===== src/rtl/lfsr_pkg.sv =====
// Shared constants, LFSR tap function and FSM state type for the LFSR arbiter.
// x^8+x^4+x^3+x^2+1 Fibonacci LFSR, right-shifting, period 255.
package lfsr_pkg;

  localparam int LFSR_W = 8;
  localparam logic [LFSR_W-1:0] SEED_DEFAULT = 8'h8A;

  typedef enum logic [0:0] {
    IDLE  = 1'b0,
    GRANT = 1'b1
  } state_e;

  function automatic logic [LFSR_W-1:0] next_state(input logic [LFSR_W-1:0] d);
    return {d[0] ^ d[2] ^ d[3] ^ d[4], d[LFSR_W-1:1]};
  endfunction

endpackage


===== src/rtl/lfsr_core.sv =====
// 8-bit LFSR register with load/step controls; a zero value can never be stored,
// so the all-zero lock-up state is unreachable.
module lfsr_core
  import lfsr_pkg::*;
#(
  parameter logic [LFSR_W-1:0] SEED = SEED_DEFAULT
) (
  input  logic              clk,
  input  logic              reset,
  input  logic              step,
  input  logic              load,
  input  logic [LFSR_W-1:0] load_val,
  output logic [LFSR_W-1:0] state
);

  logic [LFSR_W-1:0] state_q;
  logic [LFSR_W-1:0] state_d;
  logic [LFSR_W-1:0] cand;

  always_comb begin
    cand = state_q;
    if (load) begin
      cand = load_val;
    end else if (step) begin
      cand = next_state(state_q);
    end
    // Guarded on every path so a corrupted register also recovers.
    state_d = (cand == '0) ? SEED : cand;
  end

  always_ff @(posedge clk) begin
    if (!reset) begin
      state_q <= SEED;
    end else begin
      state_q <= state_d;
    end
  end

  assign state = state_q;

endmodule


===== src/rtl/lfsr_arbiter.sv =====
// Round-robin arbiter sharing one LFSR among NUM_REQ requesters, with bounded
// burst ownership, seed reload and one registered byte per grant cycle.
module lfsr_arbiter #(
  parameter int                          NUM_REQ      = 4,
  parameter int                          BURST_LEN    = 4,
  parameter logic [lfsr_pkg::LFSR_W-1:0] SEED_DEFAULT = 8'h8A
) (
  input  logic                          clk,
  input  logic                          reset,
  input  logic [NUM_REQ-1:0]            req,
  input  logic                          seed_load,
  input  logic [lfsr_pkg::LFSR_W-1:0]   seed_in,
  output logic [NUM_REQ-1:0]            gnt,
  output logic [lfsr_pkg::LFSR_W-1:0]   rnd_data,
  output logic [lfsr_pkg::LFSR_W-1:0]   data,
  output logic                          busy
);

  import lfsr_pkg::*;

  localparam int PTR_W = (NUM_REQ > 1) ? $clog2(NUM_REQ) : 1;
  localparam logic [3:0] BURST_MAX = 4'(BURST_LEN);

  typedef logic [PTR_W-1:0] ptr_t;

  state_e              state_q, state_d;
  ptr_t                ptr_q, ptr_d;
  ptr_t                owner_q, owner_d;
  logic [3:0]          burst_cnt_q, burst_cnt_d;
  logic [NUM_REQ-1:0]  gnt_q, gnt_d;
  logic [LFSR_W-1:0]   rnd_q, rnd_d;

  logic [LFSR_W-1:0]   lfsr_state;
  logic [NUM_REQ-1:0]  others;
  logic                grant;
  ptr_t                winner;

  // First set bit of mask scanning upward from start, wrapping at NUM_REQ.
  function automatic ptr_t rr_pick(input logic [NUM_REQ-1:0] mask, input ptr_t start);
    ptr_t pick;
    ptr_t idx;
    logic found;
    int   s;
    pick  = start;
    found = 1'b0;
    for (int i = 0; i < NUM_REQ; i++) begin
      s = int'(start) + i;
      if (s >= NUM_REQ) begin
        s = s - NUM_REQ;
      end
      idx = ptr_t'(s);
      if (!found && mask[idx]) begin
        found = 1'b1;
        pick  = idx;
      end
    end
    return pick;
  endfunction

  always_comb begin
    state_d     = state_q;
    ptr_d       = ptr_q;
    owner_d     = owner_q;
    burst_cnt_d = burst_cnt_q;
    gnt_d       = '0;
    rnd_d       = rnd_q;
    grant       = 1'b0;
    winner      = owner_q;
    others      = req;
    others[owner_q] = 1'b0;

    if (seed_load) begin
      state_d     = IDLE;
      burst_cnt_d = '0;
    end else begin
      case (state_q)
        IDLE: begin
          if (|req) begin
            grant       = 1'b1;
            winner      = rr_pick(req, ptr_q);
            burst_cnt_d = 4'd1;
          end
        end
        GRANT: begin
          // A lone owner may keep going past the burst limit; the count restarts.
          if (req[owner_q] && ((burst_cnt_q < BURST_MAX) || !(|others))) begin
            grant       = 1'b1;
            winner      = owner_q;
            burst_cnt_d = (burst_cnt_q < BURST_MAX) ? burst_cnt_q + 4'd1 : 4'd1;
          end else if (|others) begin
            grant       = 1'b1;
            winner      = rr_pick(others, ptr_q);
            burst_cnt_d = 4'd1;
          end else begin
            state_d     = IDLE;
            burst_cnt_d = '0;
          end
        end
        default: begin
          state_d     = IDLE;
          burst_cnt_d = '0;
        end
      endcase
    end

    if (grant) begin
      state_d        = GRANT;
      owner_d        = winner;
      gnt_d[winner]  = 1'b1;
      rnd_d          = lfsr_state;
      ptr_d          = (int'(winner) == NUM_REQ - 1) ? '0 : winner + 1'b1;
    end
  end

  always_ff @(posedge clk) begin
    if (!reset) begin
      state_q     <= IDLE;
      ptr_q       <= '0;
      owner_q     <= '0;
      burst_cnt_q <= '0;
      gnt_q       <= '0;
      rnd_q       <= '0;
    end else begin
      state_q     <= state_d;
      ptr_q       <= ptr_d;
      owner_q     <= owner_d;
      burst_cnt_q <= burst_cnt_d;
      gnt_q       <= gnt_d;
      rnd_q       <= rnd_d;
    end
  end

  lfsr_core #(
    .SEED(SEED_DEFAULT)
  ) u_lfsr (
    .clk     (clk),
    .reset   (reset),
    .step    (grant),
    .load    (seed_load),
    .load_val(seed_in),
    .state   (lfsr_state)
  );

  assign gnt      = gnt_q;
  assign rnd_data = rnd_q;
  assign data     = lfsr_state;
  assign busy     = (state_q == GRANT);

endmodule


===== config.mk =====
export PLATFORM = sky130hd
export DESIGN_NAME = lfsr_arbiter
export DESIGN_NICKNAME = d
export VERILOG_FILES = /design/src/rtl/lfsr_pkg.sv /design/src/rtl/lfsr_core.sv /design/src/rtl/lfsr_arbiter.sv
export SDC_FILE = /design/constraint.sdc
export NUM_CORES = 1
export LEC_CHECK = 0
export CAP_MARGIN = 25
export CORE_ASPECT_RATIO = 0.7
export CORE_MARGIN = 8
export CORE_UTILIZATION = 55
export CTS_CLUSTER_SIZE = 8
export DETAILED_ROUTE_END_ITERATION = 16
export PLACE_DENSITY = 0.84
export REMOVE_ABC_BUFFERS = 1
export SYNTH_ARGS = -nofsm -noshare
export SYNTH_HDL_FRONTEND = slang
export SYNTH_HIERARCHICAL = 1
export SYNTH_SLANG_ARGS = --single-unit

===== constraint.sdc =====
create_clock -name clk -period 9.22 [get_ports clk]
set_input_delay 2.766 -clock clk [delete_from_list [all_inputs] [get_ports clk]]
set_output_delay 2.766 -clock clk [all_outputs]
set_load 0.01 [all_outputs]

# --- Word level (Yosys, flattened, before mapping) ---
# Cells that the tools add are included.
totals:
  reg_bits: 29
  latch_bits: 0
  mem_bits_rw: 0
  rom_bits: 0
  input_bits: 15
  word_cells: 175
  memories: 0
classes:
  addsub: 9
  mul: 0
  n_div: 0
  order_cmp: 17
  eq_ne: 2
  n_shift: 0
  mux: 110
  bitwise: 7
  reduce_logical: 23
op_table:
  columns: ["cell", "n"]
  rows:
  - ["two-way mux 2 bit", 45]
  - ["two-way mux 1 bit", 46]
  - ["< comparator 2 x 3 -> 1 bit, second input constant", 10]
  - ["binary-select mux 1 bit (select 2 bit)", 9]
  - ["two-way mux 8 bit", 2]
  - ["two-way mux 4 bit", 3]
  - [">= comparator 3 bit, second input constant", 3]
  - ["logical AND 1 bit", 9]
  - ["logical NOT 8 bit", 1]
  - ["case mux 4 bit (2 select lines)", 1]
  - ["OR reduction 4 bit", 2]
  - ["subtractor 2 x 1 -> 2 bit, second input constant", 4]
  - ["logical NOT 1 bit", 7]
  - ["adder 2 x 2 -> 3 bit, second input constant", 2]
  - ["adder 4 x 1 -> 4 bit, second input constant", 1]
  - ["bitwise AND 4 bit", 1]
  - ["demux 1 bit (select 2 bit)", 2]
  - [">= comparator 2 x 1 -> 1 bit, second input constant", 2]
  - ["< comparator 4 x 3 -> 1 bit, second input constant", 1]
  - ["NOT 4 bit", 1]
  - ["case mux 2 bit (2 select lines)", 1]
  - ["OR reduction 2 bit", 2]
  - ["adder 2 x 1 -> 3 bit, second input constant", 1]
  - [">= comparator 2 x 3 -> 1 bit, second input constant", 1]
  - ["8 further kinds", 11]

# --- Logic depth before layout (Yosys ltp) ---
depth:
  ltp_word: 45
  depth_mapped: 11
  depth_no_buf: 9

# --- Hierarchy ---
# Netlist, hierarchy kept.
by_module_without_submodules:
  columns: ["mod", "n_inst", "cells_each", "area_per_inst_um2", "seq_area_each_um2"]
  rows:
  - ["lfsr_arbiter", 1, 164, 1333.8, 420.4]
  - ["lfsr_core", 1, 52, 496.7, 160.2]

# --- Worst setup path after synthesis ---
# OpenSTA, ideal clock, no wires.
synth_timing:
  path_type: "input -> register"
  startpoint: "input port req[0]"
  endpoint: "register u_lfsr.state_q[1] (netlist: u_lfsr/state[1])"
  arrival_ps: 4964
  required_time_ps: 9125
  setup_slack_ps: 4161
  path_stages: 11
  path_buffers: 4
  path_cell_list: "buf_6 nor4_1 or2_0 clkbuf_1 inv_1 clkbuf_1 buf_6 mux2_4 nor4_4 o211ai_2 o311ai_1"
synth_between:
  elab_chain_len: 12
  elab_cells_between_ends: 17
  classes_between: "9 x mux; 1 x bitwise; 7 x reduce/logical"
synth_rtl:
  columns: ["item", "line", "text"]
  rows:
  - ["start, declared", "lfsr_arbiter.sv:10", "input logic [NUM_REQ-1:0] req,"]
  - ["bitwise AND 4 bit (no line)", null, null]
  - ["OR reduction 4 bit", "lfsr_arbiter.sv:86, lfsr_arbiter.sv:90", null]
  - ["logical NOT 1 bit", "lfsr_arbiter.sv:86", "if (req[owner_q] && ((burst_cnt_q < BURST_MAX) || !(|others))) begin"]
  - ["logical OR 1 bit", "lfsr_arbiter.sv:86", null]
  - ["logical AND 1 bit", "lfsr_arbiter.sv:86", null]
  - ["two-way mux 1 bit", "lfsr_arbiter.sv:86", null]
  - ["case mux 1 bit (2 select lines) *", "lfsr_arbiter.sv:76", "case (state_q)"]
  - ["two-way mux 1 bit *", "lfsr_arbiter.sv:72", "if (seed_load) begin"]
  - ["net grant", "lfsr_arbiter.sv:35", "logic grant;"]
  - ["two-way mux 8 bit *", "lfsr_core.sv:24", "end else if (step) begin"]
  - ["two-way mux 8 bit *", "lfsr_core.sv:22", "if (load) begin"]
  - ["logical NOT 8 bit", "lfsr_core.sv:28", "state_d = (cand == '0) ? SEED : cand;"]
  - ["OR reduction 2 bit (no line)", null, null]
  - ["end signal, assigned", "lfsr_core.sv:35", "state_q <= state_d;"]
  - ["end, declared", "lfsr_core.sv:16", "logic [LFSR_W-1:0] state_q;"]
# The timed path passes the listed nets; every way through them passes the cells marked *. The select of a mux whose other input is x is not followed.
# A chain may end at the register's enable or synchronous reset.

# --- Final worst setup path ---
layout_timing:
  startpoint: "input port req[1]"
  endpoint: "register u_lfsr.state_q[1] (netlist: u_lfsr/state[1])"
layout_between:
  elab_chain_len: 12
  elab_cells_between_ends: 17
  classes_between: "9 x mux; 1 x bitwise; 7 x reduce/logical"
layout_rtl:
  columns: ["item", "line"]
  rows:
  - ["bitwise AND 4 bit (no line)", null]
  - ["OR reduction 4 bit", "lfsr_arbiter.sv:86, lfsr_arbiter.sv:90"]
  - ["logical NOT 1 bit", "lfsr_arbiter.sv:86"]
  - ["logical OR 1 bit", "lfsr_arbiter.sv:86"]
  - ["logical AND 1 bit", "lfsr_arbiter.sv:86"]
  - ["two-way mux 1 bit", "lfsr_arbiter.sv:86"]
  - ["case mux 1 bit (2 select lines) *", "lfsr_arbiter.sv:76"]
  - ["two-way mux 1 bit *", "lfsr_arbiter.sv:72"]
  - ["two-way mux 8 bit *", "lfsr_core.sv:24"]
  - ["two-way mux 8 bit *", "lfsr_core.sv:22"]
  - ["logical NOT 8 bit", "lfsr_core.sv:28"]
  - ["OR reduction 2 bit (no line)", null]
# Every way passes the cells marked *; elsewhere a longest branch is shown, timed or not. The select of a mux whose other input is x is not followed.

==> flow_summary.toml <==
[outcome]
status = "completed"

[global_routing]
grt_usage_pct = 16.51
grt_max_degree = 27
grt_pass1_vias = 1516
antenna_found_initial = 0
grt_pass1_wl_um = 7314
overflow = 0

[floorplan]
fp.dieW_um = 84.96
dieArea_um2 = 5460
coreArea_um2 = 3169
initial_core_util_pct = 57.76
pin_count = 36
fp-row-count = 17
dieHeight_um = 64.27

[worst_setup_path]
cp_top_family = "simple AND/OR/NAND/NOR gates"
r2r_cells = 9
criticalPathCategory = "in2reg"
start_kind = "input pin"
cp_num_cells = 8
cpMaxStageDelayCell = "nor4_1"
slowest_delay_ps = 720
endpoint_kind = "flip-flop"
cp.required_ps = 9410
worst-path-max-fanout = 24
critPathBufInv = 2
cp_cell_sequence = "clkdlybuf4s50_1, nor4_1, or2_0, inv_1, mux2_4, nor4_4, o211ai_2, o311ai_1"
arrival_ps = 6520

[cells_and_area]
syn2layout_area_growth_pct = 21.46
diodes = 0
drive_gt1_share_pct = 8.642
fin_cells = 281
nets = 263
fillers = 256

[clock_tree]
cts_tree = "yes"
clk_latency_ps = 280
clockBufferDepth = 2
htreeDepth = 2
hold_buffers = 0
ctsResizeCount = 0
root_buffer = "clkbuf_8"
clock-sinks = 29
cts.clk_slew.worst_paths_ps = 60
cts_setup_buffers = 0
cts_buffers = 5

[detailed_routing]
ant_nets = 0
wl_per_cell_um = 15.71
drc = 0
wl_um = 4414
drt_iter0_drc = 86
drtPass1Iterations = 4
num_vias = 1626
vias_per_cell = 5.786

[synthesis]
yosys_warnings = 6
synth.avg_cell_area_um2 = 8.475
netlist.area_leader.share_pct = 31.72
synth-main-ff-cell = "dfxtp_1"
syn-cell-area_um2 = 1831
netlist-cell-type-count = 55
synth-seq-cells = 29
synth_area_leaders = "dfxtp_1 (32%), nand2_1 (5.9%), mux2i_1 (4.4%)"
synth_commonest_cells = "dfxtp_1 (29), nand2_1 (29), nor2_1 (13)"
synth_edf_count = 0
synth_top_area_cell = "dfxtp_1"
ys_seq_area_share_pct = 31.72
syn_inst = 216
async_reset_ff_share_pct = 0

[sta]
finalHoldViolations = 0
setup_viol_count_final = 0
slew_headroom_pct = 47.27
fmax_mhz = 157.8
rsz0062_at_grt = "no"
tightest_slew_ps = 788.5
drv_slew = 0
period_needed_ps = 6337
finalCritPeriodShare_pct = 68.73
skew_ps = 2.374
fin_setup_tns_ps = 0

[power]
power.leakage_uw = 0.0008678
ir_drop_mv = 0.1055
finalPower_uw = 349.4
power.density_nw_per_um2 = 157.1

[placement]
gp_congestion = 0.8585
hpwl_um = 3188
dp_cells = 274
numPortBuffers = 35

[run]
drv_cap = 0

[min_path]
hold_path_class = "reg2reg"
hold_depth = 2
## state kept, by name, indices dropped and copies added (netlist names)
name / cells
gnt: 4
busy: 1
burst_cnt_q: 4
u_lfsr/state: 8
rnd_data: 8
ptr_q: 2
owner_q: 2
## worst register-to-register path: cells and delay by family, from the launching register on
| family | cells | cell delay [ps] |
|---|---|---|
| multiplexers | 2 | 880 |
| AO/OA/AOI/OAI | 1 | 160 |
| AND/OR/NAND/NOR | 5 | 890 |
| adder cells (fa/ha/maj) | 1 | 280 |
| flip-flops | 1 | 570 |
## layout make-up
| class | instances | area, um2 | share of cell area, % |
|---|---|---|---|
| Sequential cell | 29 | 580.6 | 26.11 |
| Multi-Input combinational cell | 163 | 1125 | 50.59 |
| Timing Repair Buffer | 35 | 350.3 | 15.76 |
| Inverter | 9 | 33.78 | 1.519 |
| Clock buffer | 7 | 86.33 | 3.883 |
| Tap cell | 38 | 47.55 | 2.138 |
## where the power goes
part | leakage [uW] | switching (uW) | total, uW | internal [uW]
combinational | 0.000585 | 46.1 | 94.4 | 48.3
sequential | 0.000239 | 14.7 | 149 | 134
clock | 0.0000443 | 46.9 | 106 | 59.1
total | 0.000868 | 108 | 349 | 242
## final timing paths
path / start / to / slack (ps)
worst min register to register: rnd_data[4] / rnd_data[4] / 470
worst min-delay path: rnd_data[4] / rnd_data[4] / 470
worst max register to register: owner_q[1] / ptr_q[1] / 6380
worst max-delay path: req[1] / u_lfsr/state[1] / 2880
## through the flow
stage | hold slack (ps) | setup slack (ps) | util [%] | instance area (um2)
floorplan | 449.3 | 4033 | - | 1739
global placement | 460.4 | 2895 | 67.43 | 2137
detailed placement | 464.9 | 2674 | 67.43 | 2137
CTS | 472.9 | 2964 | 70.15 | 2223
global route | 504.4 | 2648 | 70.15 | 2223
finish | 469.7 | 2883 | 70.15 | 2223
## placed cells by master, fill, tap and decap left out, drive strengths merged, types with 2 or more instances in the layout
cell	netlist	routed
nor4	4	4
a21oi	11	11
and3	9	9
nor2	13	13
clkbuf	7	7
o21ai	7	7
o311ai	2	2
nand2	29	29
a31oi	4	4
o211ai	4	4
nand2b	7	7
nand3	2	2
o31a	2	2
inv	8	8
nor3b	3	3
o32ai	2	2
mux2	5	5
a211oi	2	2
a21o	2	2
clkdlybuf4s50	0	35
dfxtp	29	29
o21bai	2	2
ha	5	5
nor3	3	3
and2	3	3
mux2i	8	8
xor2	3	3
nor2b	6	6
a21boi	9	9
or2	2	2
## routing by layer
layer | up-vias | global-route usage [%] | share of wire (%)
li1 | 815 | - | -
met3 | 5 | 4.592 | 4.8
met1 | 760 | 22.35 | 51
met5 | - | 0 | 0
met4 | 0 | 7.285 | 1.2
met2 | 46 | 23.69 | 43
## cell families (layout without fill, tap and decap cells)
| kind of cell | after synthesis | count (layout) | synth area share [%] |
|---|---|---|---|
| and+or+nand+nor | 87 | 87 | 27.00 |
| AOI/OAI and AO/OA | 53 | 53 | 20.23 |
| adders and majority gates | 5 | 5 | 3.418 |
| xor gates and xnor gates | 4 | 4 | 1.914 |
| DFF | 29 | 29 | 31.72 |
| buffers and inverters | 24 | 51 | 6.835 |
| muxes | 14 | 14 | 8.886 |
Power figures use the tool's default switching activity.
